$ cat src/rtl/data_bus_if_pkg.sv
`default_nettype none
// ============================================================================
// Module  : data_bus_if_pkg
// Purpose : Shared types and constants for the Wishbone data-side bus bridge.
// Revision: 1.0 - initial release
// ============================================================================
package data_bus_if_pkg;

    localparam int STALL_W       = 6;
    localparam int STALL_MEM_BIT = 4;

    localparam logic [31:0] ZeroWord    = 32'h0000_0000;
    localparam logic        ChipEnable  = 1'b1;
    localparam logic        WriteEnable = 1'b1;

    typedef enum logic [1:0] {
        WB_IDLE           = 2'b00,
        WB_BUSY           = 2'b01,
        WB_WAIT_FOR_STALL = 2'b11
    } wb_state_e;

    // Registered Wishbone master request; cleared as a whole on cycle end.
    typedef struct packed {
        logic [31:0] addr;
        logic [31:0] data;
        logic [3:0]  sel;
        logic        we;
        logic        stb;
        logic        cyc;
    } wb_req_t;

endpackage : data_bus_if_pkg
`default_nettype wire

$ cat src/rtl/data_bus_if.sv
`default_nettype none
// ============================================================================
// Module  : data_bus_if
// Purpose : Runs a MEM-stage request as a Wishbone classic cycle with stall,
//           flush abort and acknowledge timeout.
// Revision: 1.0 - initial release
// ============================================================================
module data_bus_if
    import data_bus_if_pkg::*;
#(
    parameter int ACK_TIMEOUT = 255
) (
    input  logic               clk,
    input  logic               rst,
    input  logic [STALL_W-1:0] stall_i,
    input  logic               flush_i,
    input  logic               cpu_ce_i,
    input  logic               cpu_we_i,
    input  logic [31:0]        cpu_addr_i,
    input  logic [3:0]         cpu_sel_i,
    input  logic [31:0]        cpu_data_i,
    output logic [31:0]        cpu_data_o,
    output logic               stallreq_o,
    output logic               bus_err_o,
    input  logic [31:0]        wb_data_i,
    input  logic               wb_ack_i,
    output logic [31:0]        wb_addr_o,
    output logic [31:0]        wb_data_o,
    output logic [3:0]         wb_sel_o,
    output logic               wb_we_o,
    output logic               wb_stb_o,
    output logic               wb_cyc_o
);

    localparam logic [7:0] TIMEOUT_LAST = 8'(ACK_TIMEOUT - 1);

    wb_state_e   state_q, state_d;
    wb_req_t     wb_q, wb_d;
    logic [7:0]  cnt_q, cnt_d;
    logic [31:0] rd_buf_q, rd_buf_d;
    logic        bus_err_q, bus_err_d;

    logic        w_req;
    logic        w_mem_stall;
    logic        w_unused_stall;

    assign w_req          = (cpu_ce_i == ChipEnable) && !flush_i;
    assign w_mem_stall    = stall_i[STALL_MEM_BIT];
    assign w_unused_stall = ^{stall_i[STALL_W-1:STALL_MEM_BIT+1], stall_i[STALL_MEM_BIT-1:0]};

    always_ff @(posedge clk or posedge rst) begin
        if (rst) begin
            state_q   <= WB_IDLE;
            wb_q      <= '0;
            cnt_q     <= 8'd0;
            rd_buf_q  <= ZeroWord;
            bus_err_q <= 1'b0;
        end else begin
            state_q   <= state_d;
            wb_q      <= wb_d;
            cnt_q     <= cnt_d;
            rd_buf_q  <= rd_buf_d;
            bus_err_q <= bus_err_d;
        end
    end

    always_comb begin
        state_d    = state_q;
        wb_d       = wb_q;
        cnt_d      = cnt_q;
        rd_buf_d   = rd_buf_q;
        bus_err_d  = 1'b0;
        stallreq_o = 1'b0;
        cpu_data_o = ZeroWord;

        case (state_q)
            WB_IDLE: begin
                stallreq_o = w_req;
                if (w_req) begin
                    wb_d.addr = cpu_addr_i;
                    wb_d.data = cpu_data_i;
                    wb_d.sel  = cpu_sel_i;
                    wb_d.we   = cpu_we_i;
                    wb_d.stb  = 1'b1;
                    wb_d.cyc  = 1'b1;
                    cnt_d     = 8'd0;
                    state_d   = WB_BUSY;
                end
            end

            WB_BUSY: begin
                if (flush_i) begin
                    wb_d    = '0;
                    state_d = WB_IDLE;
                end else if (wb_ack_i) begin
                    wb_d = '0;
                    if (wb_q.we != WriteEnable) begin
                        rd_buf_d   = wb_data_i;
                        cpu_data_o = wb_data_i;
                    end
                    state_d = w_mem_stall ? WB_WAIT_FOR_STALL : WB_IDLE;
                end else if (cnt_q == TIMEOUT_LAST) begin
                    wb_d      = '0;
                    bus_err_d = 1'b1;
                    state_d   = WB_IDLE;
                end else begin
                    stallreq_o = 1'b1;
                    cnt_d      = cnt_q + 8'd1;
                end
            end

            // Load data is parked here until ctrl lets the MEM stage advance.
            WB_WAIT_FOR_STALL: begin
                cpu_data_o = rd_buf_q;
                if (flush_i || !w_mem_stall) begin
                    state_d = WB_IDLE;
                end
            end

            default: begin
                wb_d    = '0;
                state_d = WB_IDLE;
            end
        endcase
    end

    assign wb_addr_o = wb_q.addr;
    assign wb_data_o = wb_q.data;
    assign wb_sel_o  = wb_q.sel;
    assign wb_we_o   = wb_q.we;
    assign wb_stb_o  = wb_q.stb;
    assign wb_cyc_o  = wb_q.cyc;
    assign bus_err_o = bus_err_q;

endmodule : data_bus_if
`default_nettype wire
$ cat config.mk
export PLATFORM = sky130hd
export DESIGN_NAME = data_bus_if
export DESIGN_NICKNAME = d
export VERILOG_FILES = /design/src/rtl/data_bus_if_pkg.sv /design/src/rtl/data_bus_if.sv
export SDC_FILE = /design/constraint.sdc
export NUM_CORES = 1
export LEC_CHECK = 0
export CELL_PAD_IN_SITES_DETAIL_PLACEMENT = 1
export CELL_PAD_IN_SITES_GLOBAL_PLACEMENT = 2
export CORE_MARGIN = 4
export CORE_UTILIZATION = 25
export CTS_BUF_LIST = sky130_fd_sc_hd__clkbuf_2 sky130_fd_sc_hd__clkbuf_4 sky130_fd_sc_hd__clkbuf_8
export DETAILED_ROUTE_END_ITERATION = 12
export HOLD_SLACK_MARGIN = 0.15
export PLACE_DENSITY_LB_ADDON = 0.1
export SYNTH_ARGS = -nofsm -noshare
export SYNTH_HDL_FRONTEND = slang
export SYNTH_SLANG_ARGS = --single-unit
$ cat constraint.sdc
create_clock -name clk -period 6.05 [get_ports clk]
set_clock_uncertainty 0.2 [all_clocks]
set_input_delay 1.5125 -clock clk [delete_from_list [all_inputs] [get_ports clk]]
set_output_delay 1.5125 -clock clk [all_outputs]
set_load 0.02 [all_outputs]
# Word-level counts from Yosys, hierarchy flattened
# Index checks and enable logic that the tools add are counted.
# op_classes
n_addsub,1
eq_ne,9
n_mux,29
n_bitwise,3
n_reduce_logical,10
# ops
op,count
71-bit 2-to-1 mux,4
71-bit one-hot mux with 3 select lines,1
32-bit 2-to-1 mux,3
32-bit one-hot mux with 2 select lines,1
8-bit 2-to-1 mux,4
8-bit one-hot mux with 2 select lines,1
2-bit 2-to-1 mux,6
"2-bit != test, second input constant",5
"8-bit by 1-bit adder with 8-bit output, second input constant",1
"8-bit == test, second input constant",1
1-bit 2-to-1 mux,7
2-bit one-hot mux with 3 select lines,1
3-bit AND reduction,2
5-bit AND reduction,1
"4-bit != test, second input constant",1
4-bit AND reduction,1
1-bit NOT,3
"2-bit by 1-bit == test with 1-bit output, second input constant",1
"2-bit == test, second input constant",1
1-bit zero test,2
2-bit zero test,1
1-bit one-hot mux with 2 select lines,1
2-bit nonzero test,1
1-bit logical AND,1
1-bit logical OR,1
# totals
regBits,114

# Depth between registers and ports, before layout
# Gate-level depths: netlist of run 1.
# depth
ltp_word,5
depth_mapped,8
depth_no_buf,6

# Least setup slack after synthesis of run 1
# No wires, ideal clock.
# synth_path
path_type,input to output
startpoint,in flush_i
endpoint,out cpu_data_o[0]
arrival_time_ns,2.725
t_required_ns,4.337
path_slack_ns,1.612
cell_stages,6
cell_sequence,nor2_1 > and4_1 > clkbuf_1 > clkbuf_1 > nand2_1 > a21oi_1
# synth_between
elab_chain_len,2
# synth_lines
item,line_no,rtl
from (decl),data_bus_if.sv:16,"input logic flush_i,"
32-bit 2-to-1 mux,data_bus_if.sv:92,if (flush_i) begin
32-bit one-hot mux with 2 select lines,data_bus_if.sv:76,case (state_q)
to (decl),data_bus_if.sv:22,"output logic [31:0] cpu_data_o,"
# No other way between the ends.

# Worst setup path in the final report of run 1
# layout_path
startpoint,in flush_i
endpoint,out cpu_data_o[8]
# The elaborated chain is that of the path after synthesis.

==> results of run 1 <==
==> layer usage <==
metal	wire length, um	track usage	vias up	share of wire
met5	0	0	-	0
met4	171	0.0366	0	0.010
met3	1240	0.0583	9	0.073
met2	8340	0.246	139	0.49
met1	7150	0.175	2216	0.42
li1	-	-	2193	-
==> synthesized netlist by cell type, types with 2 or more instances <==
master and instances:
nor2b_1 2, a21o_1 3, a21oi_1 35, buf_12 7
nand3_1 4, nand2b_1 4, nand4_1 3, o21ai_1 3
o2bb2ai_1 4, nand2_1 200, nor2_1 4, inv_1 74
xor2_1 3, ha_1 2, clkbuf_1 20, dfrtp_1 113
mux2i_1 69, and4_1 2
==> tightest hold or removal path: stages (launching register included) <==
cell,delay (ns)
dfrtp_1,0.35
nand2_1,0.05
nand2_1,0.05
==> worst max path at each step <==
stage | slack (ns) | end | startpoint | depth (start not counted)
4_1_cts | 0.53 | cpu_data_o[21] | flush_i | 7
3_3_place_gp | 0.56 | cpu_data_o[0] | flush_i | 7
2_1_floorplan | 1.35 | bus_err_o | rst | 1
5_1_grt | 0.42 | cpu_data_o[22] | flush_i | 7
3_5_place_dp | 0.55 | cpu_data_o[21] | flush_i | 7
6_report | 0.57 | cpu_data_o[8] | flush_i | 7
==> layout make-up <==
class	instances	area, um^2	share of cell area
Tap cell	275	344	0.0427
Multi-Input combinational cell	350	1970	0.244
Inverter	75	284	0.0352
Sequential cell	113	2830	0.351
Clock buffer	19	255	0.0316
Timing Repair Buffer	218	2180	0.270
Clock inverter	13	209	0.0259
==> flip-flops by register name (all words and copies together), names as in the netlist <==
| register | cells |
|---|---|
| bus_err_o | 1 |
| cnt_q | 8 |
| wb_stb_o | 1 |
| wb_data_o | 32 |
| wb_we_o | 1 |
| state_q | 2 |
| rd_buf_q | 32 |
| wb_sel_o | 4 |
| wb_addr_o | 32 |
==> power by group through the flow <==
stage	registers (mW)	clock network [mW]	logic (mW)
after floorplan	1.17	0	0.282
after global placement	1.05	0	0.747
after detailed placement	1.06	0	0.767
after CTS	1.05	0.872	0.771
after global routing	1.07	0.913	0.823
final	1.04	0.836	0.751
==> cell families (layout without fill, tap and decap cells) <==
kind of cell               Yosys count  in the layout
and+or+nand+nor                    224            224
DFF                                113            113
buffers and inverters              106            325
muxes                               69             69
AOI/OAI and AO/OA                   52             52
xor gates and xnor gates             3              3
adders and majority gates            2              2
==> stage by stage <==
step / instances / power [mW] / cell area (um^2) / hold slack, ns / setup slack [ns]
after CTS: 1063 / 2.69 / 8070 / 0.284 / 0.534
after global routing: 1063 / 2.81 / 8070 / 0.317 / 0.418
after detailed placement: 1031 / 1.83 / 7600 / 0.265 / 0.550
after floorplan: 569 / 1.45 / 5300 / 0.246 / 1.35
after global placement: 1031 / 1.79 / 7600 / 0.257 / 0.562
final: 1063 / 2.63 / 8070 / 0.281 / 0.569
==> results.json, run 1 <==
{
  "drc_errors": 0,
  "drive_above_1_share": 0.0546,
  "switching_power_mw": 0.823,
  "status": "completed",
  "synth_fa_ha_area_frac": 0.00472,
  "synth_simple_gate_area_share": 0.170,
  "syn-cell-area_mm2": 0.00530,
  "antenna_cells": 0,
  "placementRows": 53,
  "p_int_mw": 1.81,
  "grt_overflow_total": 0,
  "cts_sinks": 113,
  "dpl.hpwl_um": 11900,
  "yosys_warnings": 0,
  "grt_pass1_wl_um": 27600,
  "hold_path.startpoint": "rd_buf_q[21]",
  "synth_edf_count": 0,
  "core-area_mm2": 0.0210,
  "post-cts-setup-buffers": 0,
  "rrSetupSlack_ns": 3.60,
  "timing.rr.start": "cnt_q[0]",
  "ys.flop_type": "dfrtp_1",
  "die_x_um": 154,
  "final.setup.tns_ns": 0,
  "crit_slowest_cell": "clkdlybuf4s50_1",
  "fmax_ghz": 0.182,
  "synth_compound_area_frac": 0.0581,
  "grt.total_usage": 0.146,
  "critPathTopFamily": "buffers and inverters",
  "grt_start_max_net_pins": 71,
  "p_seq_frac": 0.397,
  "p_leak_nw": 3.79,
  "synth_cells": 569,
  "irDropWorstVdd_mv": 0.134,
  "initial_utilization": 0.253,
  "slowest_delay_ns": 0.67,
  "critical_path.max_fanout": 32,
  "wire_per_inst_um": 15.9,
  "die_h_um": 154,
  "hold_depth": 2,
  "syn2layout_area_growth_pct": 52.1,
  "worstHoldEndpoint": "rd_buf_q[21]",
  "ys_top_cells_by_area": "dfrtp_1 53%, nand2_1 14%, mux2i_1 13%, inv_1 5.2%, a21oi_1 3.3%",
  "tightestPinTransition_ns": 1.06,
  "clk_path_buf_depth": 2,
  "yosys.area.top_type": "dfrtp_1",
  "nNetsFinal": 889,
  "place_congestion": 0.711,
  "clockRootBuffer": "clkbuf_8",
  "clk_pin_slew_ns": 0.06,
  "avgSynthCellArea_um2": 9.32,
  "final_common_cell": "clkdlybuf4s50_1",
  "p_comb_frac": 0.285,
  "antenna_found_initial": 0,
  "die-area_mm2": 0.0236,
  "cts_buffers": 17,
  "final-setup-viol-count": 0,
  "drv_cap": 0,
  "htreeDepth": 4,
  "slew_viol_final": 0,
  "cts_resized": 0,
  "hold_buffers": 0,
  "crit_path_end_kind": "output pin",
  "io_buffers": 211,
  "critPathArrivalTime_ns": 3.77,
  "cpMostUsedCell": "clkdlybuf4s50_1",
  "p_sw_frac": 0.313,
  "synthMuxAreaShare": 0.130,
  "cp_data_required_time_ns": 4.34,
  "wl_um": 16900,
  "fin_crit_ns": 5.48,
  "relSlewSlack": 0.291,
  "vias": 4557,
  "hp-class": "reg -> reg",
  "yosysUniqueCellTypes": 35,
  "layout_worst_path_cycle_share": 0.906,
  "synth_xor_area_frac": 0.00496,
  "synth_top_family_by_area": "simple AND/OR/NAND/NOR gates",
  "first_global_vias": 5155,
  "critical_path_buf_inv_count": 3,
  "layout_common_cells": "211 x clkdlybuf4s50_1, 200 x nand2_1, 113 x dfrtp_1",
  "finish.utilization": 0.385,
  "routed_via_density": 4.29,
  "ant_nets": 0,
  "reg2reg_depth": 7,
  "firstDrtPassIters": 6,
  "startpoint_type": "primary input",
  "crit_type": "in -> out",
  "rsz0062_at_grt": "false",
  "hold_viol": 0,
  "fillers": 2387,
  "first_iter_violations": 162,
  "seq_area_frac_synth": 0.533,
  "synth_top_area_share": 0.533,
  "insertion_delay_ns": 0.43,
  "power_density_mw_per_mm2": 326,
  "tritoncts": "yes",
  "timing.rr.end": "wb_addr_o[22]",
  "ys_ff_latch": 113,
  "synthArstFlopShare": 1.00,
  "synth_nets": 683,
  "p_clk_frac": 0.318,
  "io_pins": 217,
  "crit_chain": "clkdlybuf4s50_1 -> nor2_1 -> and4_1 -> buf_4 -> nand2_1 -> a21oi_1 -> clkdlybuf4s50_1"
}
No activity file was read; power rests on OpenSTA's default activity.
==> run 2: changes to the inputs <==
--- a/config.mk
+++ b/config.mk
@@ -5,6 +5,7 @@
 export SDC_FILE = /design/constraint.sdc
 export NUM_CORES = 1
 export LEC_CHECK = 0
+export ABC_AREA = 1
 export CELL_PAD_IN_SITES_DETAIL_PLACEMENT = 1
 export CELL_PAD_IN_SITES_GLOBAL_PLACEMENT = 2
 export CORE_MARGIN = 4
==> results.json, run 2 <==
{
  "nNetsFinal": 917,
  "layout_common_cells": "235 x nand2_1, 211 x clkdlybuf4s50_1, 113 x dfrtp_1",
  "io_buffers": 211,
  "cpMostUsedCell": "clkdlybuf4s50_1",
  "grt.total_usage": 0.153,
  "cts_resized": 0,
  "hp-class": "reg -> reg",
  "synthMuxAreaShare": 0,
  "critPathArrivalTime_ns": 3.65,
  "tritoncts": "yes",
  "syn2layout_area_growth_pct": 51.0,
  "cts_buffers": 17,
  "crit_slowest_cell": "clkdlybuf4s50_1",
  "seq_area_frac_synth": 0.536,
  "use_met2": 0.247,
  "irDropWorstVdd_mv": 0.160,
  "hold_depth": 2,
  "synthArstFlopShare": 1.00,
  "yosysUniqueCellTypes": 25,
  "fin_crit_ns": 5.36,
  "insertion_delay_ns": 0.43,
  "rsz0062_at_grt": "false",
  "yosys_warnings": 0,
  "finish.utilization": 0.389,
  "firstDrtPassIters": 4,
  "slew_viol_final": 0,
  "syn-cell-area_mm2": 0.00527,
  "first_iter_violations": 179,
  "drive_above_1_share": 0.110,
  "hold_buffers": 0,
  "synth_edf_count": 0,
  "ys.flop_type": "dfrtp_1",
  "drv_cap": 0,
  "tightestPinTransition_ns": 1.01,
  "clockRootBuffer": "clkbuf_8",
  "cts_sinks": 113,
  "htreeDepth": 4,
  "final_common_cell": "nand2_1",
  "critical_path_buf_inv_count": 4,
  "antenna_cells": 0,
  "final-setup-viol-count": 0,
  "synth_top_area_share": 0.536,
  "post-cts-setup-buffers": 0,
  "synthMostInstantiatedCell": "nand2_1",
  "relSlewSlack": 0.329,
  "first_global_vias": 5239,
  "pre_cts_ws_ns": 0.666,
  "critical_path.max_fanout": 93,
  "power_mw": 3.03,
  "busiest_layer": "met2",
  "dpl.hpwl_um": 12500,
  "crit_path_end_kind": "output pin",
  "startpoint_type": "primary input",
  "synth_top_family_by_area": "simple AND/OR/NAND/NOR gates",
  "synth_fa_ha_area_frac": 0.00474,
  "status": "completed",
  "fmax_ghz": 0.186,
  "path_depth": 7,
  "wl_um": 17800,
  "synth_common_cells": "235 x nand2_1, 113 x dfrtp_1, 69 x nand4_1",
  "io_pins": 217,
  "cp_data_required_time_ns": 4.34,
  "p_leak_nw": 3.72,
  "fillers": 2378,
  "reg2reg_depth": 7,
  "ys_top_cells_by_area": "dfrtp_1 54%, nand2_1 17%, nand4_1 8.2%, o21ai_2 6.6%, inv_1 3.0%",
  "core-area_mm2": 0.0205,
  "crit_chain": "clkdlybuf4s50_1 -> nand3_2 -> nor3_4 -> clkinv_2 -> buf_12 -> o21ai_0 -> clkdlybuf4s50_1",
  "die_h_um": 153,
  "power_density_mw_per_mm2": 380,
  "final.setup.tns_ns": 0,
  "synth_simple_gate_area_share": 0.274,
  "synth_nets": 721,
  "grt_overflow_total": 0,
  "met1_usage": 0.188,
  "grt_start_max_net_pins": 94,
  "slowest_delay_ns": 0.64,
  "synth_cells": 607,
  "use_met3": 0.0540,
  "crit_type": "in -> out",
  "clk_pin_slew_ns": 0.07,
  "avgSynthCellArea_um2": 8.69,
  "drc_errors": 0,
  "synth_xor_area_frac": 0.00664,
  "wire_per_inst_um": 16.4,
  "clk_path_buf_depth": 2,
  "layout_worst_path_cycle_share": 0.887,
  "synth_compound_area_frac": 0.0982,
  "die_x_um": 153,
  "setup_ws_ns": 0.687,
  "ys_ff_latch": 113,
  "routed_via_density": 4.48,
  "hold_viol": 0,
  "grt_pass1_wl_um": 28700,
  "vias": 4869,
  "die-area_mm2": 0.0235,
  "placementRows": 52,
  "yosys.area.top_type": "dfrtp_1",
  "antenna_found_initial": 0,
  "critPathTopFamily": "buffers and inverters",
  "place_congestion": 0.717,
  "initial_utilization": 0.257,
  "ant_nets": 0
}
[run 2: worst reg2reg max path: stages (launching register included)]
cell	delay [ns]
dfrtp_1	0.46
nand2_1	0.14
inv_1	0.75
nor2_1	0.14
nand2_2	0.53
buf_4	0.43
nand2_1	0.11
nand2_1	0.07
[run 2: cell families (layout without fill, tap and decap cells)]
logic type                 Yosys count  after routing
adders and majority gates            2              2
DFF                                113            113
buffers and inverters               88            297
and+or+nand+nor                    327            327
AOI/OAI and AO/OA                   73             73
xor gates and xnor gates             4              4
[run 2: cell type report]
cell class                 count  area (um^2)  share of cell area
timing repair buffer         219         2180               0.274
inverter                      46          176              0.0221
sequential                   113         2830               0.355
tap                          270          338              0.0424
clock buffer                  19          255              0.0320
clock inverter                13          160              0.0201
multi-input combinational    406         2020               0.254
[run 2: worst paths after layout]
kind	to	slack, ns	startpoint
min in group asynchronous	wb_data_o[25]	1.25	rst
min	wb_data_o[5]	0.27	wb_data_o[5]
max in group asynchronous	rd_buf_q[15]	3.43	rst
max reg2reg	wb_data_o[18]	3.17	state_q[1]
min reg2reg	wb_data_o[5]	0.27	wb_data_o[5]
max	cpu_data_o[9]	0.69	wb_ack_i
[run 2: metrics by stage]
step	hold WS [ns]	area (um^2)	std cells
after global routing	0.297	7970	1086
after detailed placement	0.257	7550	1054
after CTS	0.277	7970	1086
after global placement	0.254	7550	1054
final	0.270	7970	1086
after floorplan	0.255	5270	607
[run 2: metal layers]
layer	part of all wire	routed length, um
met1	0.42	7520
met2	0.49	8670
met3	0.067	1190
met4	0.022	382
met5	0	0
[run 2: power breakdown]
group | internal, mW | switching (mW) | total, mW
sequential | 0.978 | 0.128 | 1.11
combinational | 0.474 | 0.692 | 1.17
clock | 0.423 | 0.331 | 0.753
